[config.mk]
export PLATFORM = sky130hd
export DESIGN_NAME = fifo_byte_reader
export DESIGN_NICKNAME = d
export VERILOG_FILES = /design/src/rtl/fifo_byte_reader.sv
export SDC_FILE = /design/constraint.sdc
export NUM_CORES = 1
export LEC_CHECK = 0
export ABC_AREA = 1
export CAP_MARGIN = 20
export CORE_ASPECT_RATIO = 0.8
export CORE_MARGIN = 1
export CORE_UTILIZATION = 50
export DETAILED_ROUTE_END_ITERATION = 10
export PLACE_DENSITY_LB_ADDON = 0.15
export REMOVE_ABC_BUFFERS = 1
export SYNTH_ARGS = -nofsm -noshare
export SYNTH_HDL_FRONTEND = slang
export SYNTH_SLANG_ARGS = --single-unit
[constraint.sdc]
create_clock -name rclk -period 5.15 [get_ports rclk]
set_clock_uncertainty 0.15 [all_clocks]
set_input_delay 1.03 -clock rclk [delete_from_list [all_inputs] [get_ports rclk]]
set_output_delay 1.03 -clock rclk [all_outputs]
set_load 0.01 [all_outputs]
[src/rtl/fifo_byte_reader.sv]
// fifo_byte_reader
// Read-side consumer of an asynchronous FIFO, running in the FIFO read clock
// domain. Whole words are popped with rrq/rdv and held in a small circular
// buffer. Read requests are only issued while a buffer slot is guaranteed for
// the returning word (credit = buffered words + reads in flight). Each buffered
// word is unpacked into LANES output lanes on a valid/ready byte stream.
//
// Ports
//   rclk          FIFO read clock
//   arst_n        synchronous active-low reset, sampled on rclk rising edge
//   rempty        FIFO empty flag
//   rrq           FIFO read request (combinational from state and rempty)
//   rdata/rdv     FIFO read data and its valid strobe, RD_LAT clocks after rrq
//   m_tdata       output lane, 0 whenever m_tvalid is low
//   m_tvalid      output lane valid
//   m_tready      downstream accept
//   byte_cnt      lanes delivered, wraps at 2^32
//   err_overflow  sticky: a word returned with no buffer space and was dropped
//   err_unexp_rdv sticky: a word returned with no read outstanding
module fifo_byte_reader #(
  parameter int DWIDTH     = 32,
  parameter int BWIDTH     = 8,
  parameter int BUF_DEPTH  = 2,
  parameter int RD_LAT     = 1,
  parameter int BIG_ENDIAN = 0
) (
  input  logic              rclk,
  input  logic              arst_n,
  input  logic              rempty,
  output logic              rrq,
  input  logic [DWIDTH-1:0] rdata,
  input  logic              rdv,
  output logic [BWIDTH-1:0] m_tdata,
  output logic              m_tvalid,
  input  logic              m_tready,
  output logic [31:0]       byte_cnt,
  output logic              err_overflow,
  output logic              err_unexp_rdv
);

  localparam int LANES = DWIDTH / BWIDTH;
  localparam int IDX_W = (LANES > 1) ? $clog2(LANES) : 1;
  localparam int PTR_W = (BUF_DEPTH > 1) ? $clog2(BUF_DEPTH) : 1;
  localparam int CNT_W = $clog2(BUF_DEPTH + 1);
  localparam int DIS_W = $clog2(RD_LAT + 1) + 1;

  logic [DWIDTH-1:0] buf_mem [BUF_DEPTH];
  logic [PTR_W-1:0]  head;
  logic [PTR_W-1:0]  tail;
  logic [CNT_W-1:0]  buf_cnt;
  logic [CNT_W-1:0]  inflight;
  logic [IDX_W-1:0]  byte_idx;
  logic [DIS_W-1:0]  discard_cnt;

  logic              rd_accept;
  logic              rdv_ok;
  logic              rdv_dec;
  logic              last_lane;
  logic              xfer;
  logic              pop;
  logic              full;
  logic              push;
  logic              overflow;
  logic [CNT_W:0]    credit_used;
  logic [IDX_W-1:0]  lane_sel;
  logic [DWIDTH-1:0] head_word;

  // Circular pointer advance that also works for non power-of-two depths.
  function automatic logic [PTR_W-1:0] ptr_inc(input logic [PTR_W-1:0] p);
    return (p == PTR_W'(BUF_DEPTH - 1)) ? '0 : p + 1'b1;
  endfunction

  // A request is only raised while every outstanding word is guaranteed a slot.
  assign credit_used = {1'b0, buf_cnt} + {1'b0, inflight};
  assign rrq         = arst_n & ~rempty & (credit_used < (CNT_W + 1)'(BUF_DEPTH));
  assign rd_accept   = rrq & ~rempty;

  // Words returning for reads issued before reset are ignored for RD_LAT clocks.
  assign rdv_ok    = rdv & (discard_cnt == '0);
  // An unexpected word must not consume the credit of a read issued this clock.
  assign rdv_dec   = rdv_ok & (inflight != '0);

  assign m_tvalid  = (buf_cnt != '0);
  assign last_lane = (byte_idx == IDX_W'(LANES - 1));
  assign xfer      = m_tvalid & m_tready;
  assign pop       = xfer & last_lane;
  assign full      = (buf_cnt == CNT_W'(BUF_DEPTH));
  // A full buffer still accepts a word when the head is leaving in the same clock.
  assign push      = rdv_ok & (~full | pop);
  assign overflow  = rdv_ok & full & ~pop;

  // Lane selection and output byte, forced to zero when nothing is buffered.
  always_comb begin
    lane_sel  = (BIG_ENDIAN != 0) ? (IDX_W'(LANES - 1) - byte_idx) : byte_idx;
    head_word = buf_mem[head];
    m_tdata   = '0;
    if (m_tvalid) begin
      m_tdata = head_word[lane_sel*BWIDTH +: BWIDTH];
    end
  end

  // Control state: pointers, occupancy, credit, lane index, counters, error flags.
  always_ff @(posedge rclk) begin
    if (!arst_n) begin
      head          <= '0;
      tail          <= '0;
      buf_cnt       <= '0;
      inflight      <= '0;
      byte_idx      <= '0;
      byte_cnt      <= '0;
      err_overflow  <= 1'b0;
      err_unexp_rdv <= 1'b0;
      discard_cnt   <= DIS_W'(RD_LAT);
    end else begin
      if (discard_cnt != '0) begin
        discard_cnt <= discard_cnt - 1'b1;
      end

      if (push) begin
        tail <= ptr_inc(tail);
      end
      if (pop) begin
        head <= ptr_inc(head);
      end

      case ({push, pop})
        2'b10:   buf_cnt <= buf_cnt + 1'b1;
        2'b01:   buf_cnt <= buf_cnt - 1'b1;
        default: buf_cnt <= buf_cnt;
      endcase

      case ({rd_accept, rdv_dec})
        2'b10:   inflight <= inflight + 1'b1;
        2'b01:   inflight <= inflight - 1'b1;
        default: inflight <= inflight;
      endcase

      if (xfer) begin
        byte_cnt <= byte_cnt + 32'd1;
        byte_idx <= last_lane ? '0 : byte_idx + 1'b1;
      end

      if (overflow) begin
        err_overflow <= 1'b1;
      end
      if (rdv_ok && (inflight == '0)) begin
        err_unexp_rdv <= 1'b1;
      end
    end
  end

  // Word storage; needs no reset because occupancy is tracked by buf_cnt.
  always_ff @(posedge rclk) begin
    if (arst_n && push) begin
      buf_mem[tail] <= rdata;
    end
  end

endmodule

==> flow_summary.ini, run 1 <==
[outcome]
status = finished with violations
failed_checks = design-rule violations

[worst_hold_path]
hp-start = tail
whs_path_depth = 2
hold_path.class = reg -> reg

[worst_setup_path]
crit_arrival_ns = 2.76
cp-startpoint = arst_n
path_class = in -> out
path_cells = clkdlybuf4s50_1 > clkinv_1 > buf_4 > nor4_1 > clkdlybuf4s50_1
crit_fanout = 27
reg2reg_from = byte_idx[0]
cp_data_required_time_ns = 3.97
cp-end-kind = primary output
crit_path_frequent_cell = clkdlybuf4s50_1
r2r.worst_path.cells = 10
cpMaxStageDelayCell = clkdlybuf4s50_1
slowest_delay_ns = 0.60
worst_setup_path_start_kind = input pin

[drt]
wl_met1_mm = 5.08
vias = 3828
finalWirelength_mm = 10.6
met3WireLength_um = 573
routedWlPerCell_um = 14.6
drt_iter0_markers = 242
firstDrtPassIters = 10
routed_via_density = 5.24
postRouteAntennaNets = 0
highest_layer = met4
route.detailed.drc = 2
wl_met2_mm = 4.92

[pwr]
vdd_ir_drop_max_v = 0.000178
cellLeakagePower_nw = 2.20
power.density_nw_per_um2 = 310
total_power_mw = 1.89

[sta]
finalHoldViolCount = 0
fin_setup_tns_ns = 0
fmaxAchievable_mhz = 254
period_minus_slack_ns = 3.94
period_share_pct = 76.5
drv_slew = 0
holdWs_ns = 0.330
rsz0062_at_grt = no
tightest_slew_ns = 0.736
slew_headroom_pct = 50.9
setup_violations = 0

[global_route]
grt_max_degree = 36
grt_pass1_wl_mm = 17.6
antenna_found_initial = 0
grt-ovfl-total = 0
grtUsageTotal_pct = 22.4
grt_pass1_vias = 3657

[cts]
post-cts-setup-buffer-count = 0
clk_pin_slew_ns = 0.07
hold_buffers = 0
clock-sinks = 109
clk_path_buf_depth = 2
cts_resized = 0
worstSkewPairLatency_ns = 0.34
cts_tree = yes
cts_root_buf = clkbuf_16
cts_buffers = 9
htreeDepth = 3

[floorplan]
design.core.area_sq_um = 9230
dieArea_sq_um = 10100
die_x_um = 112
io_pins = 81
num_rows = 31
die_h_um = 90.2
initial_core_util_pct = 52.6

[layout]
antennaDiodeCount = 0
area_growth_pct = 25.6
finalNetCount = 654
drive_gt1_share_pct = 5.84

[synthesis]
synth_edf_count = 64
synth-seq-cells = 109
synth_area_sq_um = 4860
synthTopCellsByArea = edfxtp_1, dfxtp_1, nor2_1
synth_ff_type = edfxtp_1
ys_warn_count = 0
async_flop_share_pct = 0
synth.largest_area_cell = edfxtp_1
syn_inst = 530
yosysMostFrequentCell = nor2_1
yosys.area.top_type_share_pct = 39.5
yosysSeqAreaShare_pct = 58.1
syn_area_per_cell_sq_um = 9.17
synth.distinct_cells = 34
ys_top_cells_by_count = nor2_1, nand2_1, edfxtp_1

[place]
dp_hpwl_mm = 7.18
port_buffers = 80
place_congestion = 0.863

[job]
max-cap-violations = 0
placed cells by master (no fill, tap or decap), types with 2 or more instances in the layout:
master / instances
nor2_1: 106
clkdlybuf4s50_1: 80
nand2_1: 69
edfxtp_1: 64
o21ai_0: 55
inv_1: 54
dfxtp_1: 45
nand3_1: 25
a21oi_1: 24
clkbuf_16: 9
mux2i_1: 8
o22ai_1: 8
nand4_1: 8
xor2_1: 7
nor3_1: 6
nor2_2: 5
ha_1: 5
buf_4: 5
nor2_4: 4
clkinv_1: 3
o21bai_1: 3
inv_2: 2
o21a_1: 2
nand3_2: 2
clkbuf_1: 2
bufinv_16: 2
kinds of logic (layout without fill, tap and decap cells):
family                     Yosys count  in the layout  synth area share (%)
DFF                                109            109                  58.1
adders and majority gates            6              6                  1.70
muxes                                8              8                  1.65
AOI/OAI and AO/OA                   95             95                  10.4
and+or+nand+nor                    232            232                  21.1
xor gates and xnor gates             7              7                  1.26
buffers and inverters               73            159                  5.84
worst max-delay path: cells and delay by family:
kind,cells,cell delay [ns]
buffers and inverters,4,1.37
and+or+nand+nor,1,0.33
cell type report:
type	count	area, sq um
clock inverter	5	75.1
fill	753	3130
clock buffer	11	233
timing repair buffer	86	853
multi-input combinational	348	1760
inverter	57	214
sequential	109	2820
tap	115	144
sequential cells by signal (all words and copies together), names as in the netlist, named ones only:
| signal | count |
|---|---|
| byte_cnt | 32 |
| head | 1 |
| err_unexp_rdv | 1 |
| discard_cnt | 2 |
| tail | 1 |
| byte_idx | 2 |
| inflight | 2 |
| buf_cnt | 2 |
| buf_mem | 64 |
| err_overflow | 1 |
report_power, final:
| group | total, mW | internal [mW] | switching, mW |
|---|---|---|---|
| clock network | 0.715 | 0.423 | 0.291 |
| registers | 0.980 | 0.959 | 0.0217 |
| logic | 0.196 | 0.0888 | 0.107 |
| total | 1.89 | 1.47 | 0.420 |
final timing paths:
kind / to / slack (ns)
setup reg to reg: buf_cnt[1] / 2.67
setup / recovery: rrq / 1.21
hold / removal: tail / 0.33
hold reg to reg: tail / 0.33
stage by stage:
stage / cells / utilization [%] / setup slack (ns) / instance area, sq um
after detailed placement: 714 / 62.6 / 1.23 / 5780
final: 731 / 66.1 / 1.21 / 6100
after floorplan: 514 / - / 0.721 / 4790
after global placement: 714 / 62.6 / 1.23 / 5780
after CTS: 730 / 65.9 / 1.21 / 6090
after global routing: 731 / 66.1 / 1.07 / 6100
metal layers:
layer / up-vias / track usage (%)
li1: 1943 / -
met1: 1773 / 31.1
met2: 105 / 35.1
met3: 7 / 4.92
met4: 0 / 6.89
met5: - / 0
Note: power is estimated with default switching activity, not from simulation.
==> inputs of run 2 (changes only) <==
Clock period 5.15 ns to 4.1 ns, I/O delays scaled along.
==> run 2 against run 1 <==
Against the previous run:
- worst hold slack worse by 0.018 ns
- sequential power increased by 26%
- largest power group unchanged
- critical path type unchanged
- the flow still finishes with violations (design-rule violations)
- register-to-register slack got worse by 1.2 ns
- highest routed layer unchanged
- clock power up 5.5%
- via count increased by 0.42%
- first-iteration DRC count decreased by 17%
==> flow_summary.ini, run 2 (synthesized netlist as in run 1, its figures left out) <==
[pwr]
power.density_nw_per_um2 = 370
vdd_ir_drop_max_v = 0.000245
cellLeakagePower_nw = 2.18

[layout]
multi_input_area_sq_um = 1760
largest_register_ffs = 64
final_util_pct = 65.4
mostFrequentLayoutCells = nor2_1, clkdlybuf4s50_1, nand2_1, edfxtp_1, o21ai_0
stdcell_area_sq_um = 6040
top_register = buf_mem
final-seq-area_sq_um = 2820
drive_gt1_share_pct = 5.53
final_cells = 730
finalNetCount = 654
antennaDiodeCount = 0
nFillCells = 774
area_growth_pct = 24.2
layout_commonest_cell = nor2_1
top_regs = buf_mem: 64 flops, byte_cnt: 32 flops

[floorplan]
io_pins = 81
dieArea_sq_um = 10100
die_x_um = 112
die_h_um = 90.2
design.core.area_sq_um = 9230
initial_core_util_pct = 52.6
num_rows = 31

[sta]
rsz0062_at_grt = no
tightest_slew_ns = 0.764
period_share_pct = 85.8
setup_violations = 0
finalHoldViolCount = 0
period_minus_slack_ns = 3.52
slew_headroom_pct = 49.0
fmaxAchievable_mhz = 284
holdWs_ns = 0.312
drv_slew = 0
fin_setup_tns_ns = 0

[worst_setup_path]
cp-end-kind = primary output
slowest_delay_ns = 0.62
path_cells = clkdlybuf4s50_1 > clkinv_1 > nor4_1 > clkdlybuf4s50_1
crit_fanout = 2
path_delay_family = buffers and inverters
crit_path_frequent_cell = clkdlybuf4s50_1
crit_buf_inv = 3
crit_arrival_ns = 2.55
cp_data_required_time_ns = 3.13
cpMaxStageDelayCell = clkdlybuf4s50_1
worst_setup_path_start_kind = input pin
path_class = in -> out

[drt]
firstDrtPassIters = 7
finalWirelength_mm = 10.5
vias = 3844
postRouteAntennaNets = 0
drt_iter0_markers = 202
routedWlPerCell_um = 14.4
route.detailed.drc = 3
routed_via_density = 5.27

[cts]
htreeDepth = 3
cts_tree = yes
post-cts-setup-buffer-count = 0
clk_pin_slew_ns = 0.06
cts_resized = 0
worstSkewPairLatency_ns = 0.34
cts_buffers = 9
clock-sinks = 109
cts_root_buf = clkbuf_16
clk_path_buf_depth = 2
hold_buffers = 0

[job]
max-cap-violations = 0

[global_route]
grt_pass1_wl_mm = 17.8
grt-ovfl-total = 0
antenna_found_initial = 0
grtUsageTotal_pct = 22.5
grt_pass1_vias = 3677
grt_max_degree = 33

[worst_hold_path]
hold_path.class = reg -> reg

[place]
port_buffers = 80
place_inst = 715
dp_hpwl_mm = 7.27
place_area_sq_um = 5790
place_congestion = 0.892

[outcome]
status = finished with violations
failed_checks = design-rule violations
run 2: routing by layer:
layer  vias to the layer above  wire length (um)  track usage [%]
met2                        88              4850             35.7
met4                         0                91             6.22
li1                       1937                 -                -
met3                         9               521             5.12
met5                         -                 0                0
met1                      1810              5070             31.0
run 2: final cells by class:
cell class	instances	share of cell area, %
timing repair buffer	86	14.0
tap	115	2.38
inverter	57	3.54
multi-input combinational	348	29.2
sequential	109	46.8
clock inverter	4	0.269
clock buffer	11	3.86
run 2: worst min-delay path, delay by kind of cell, from the launching register on:
family                 cells  cell delay (ns)
flip-flops                 1             0.31
AO/OA/AOI/OAI              1             0.05
buffers and inverters      1             0.05
run 2: metrics by stage:
stage	worst slack, ns	total power [mW]
final	0.581	2.23
after global routing	0.520	2.32
after CTS	0.565	2.25
after detailed placement	0.595	1.50
after global placement	0.643	1.49
after floorplan	-0.119	1.38
run 2: final timing paths:
| check | cells after the start | to | slack, ns | startpoint |
|---|---|---|---|---|
| min | 2 | err_overflow | 0.31 | err_overflow |
| max | 4 | rrq | 0.58 | arst_n |
| min reg2reg | 2 | err_overflow | 0.31 | err_overflow |
| max reg2reg | 10 | inflight[1] | 1.51 | buf_cnt[0] |
run 2: power breakdown:
group	internal, mW	switching (mW)
registers	1.20	0.0279
logic	0.111	0.136
clock network	0.402	0.352
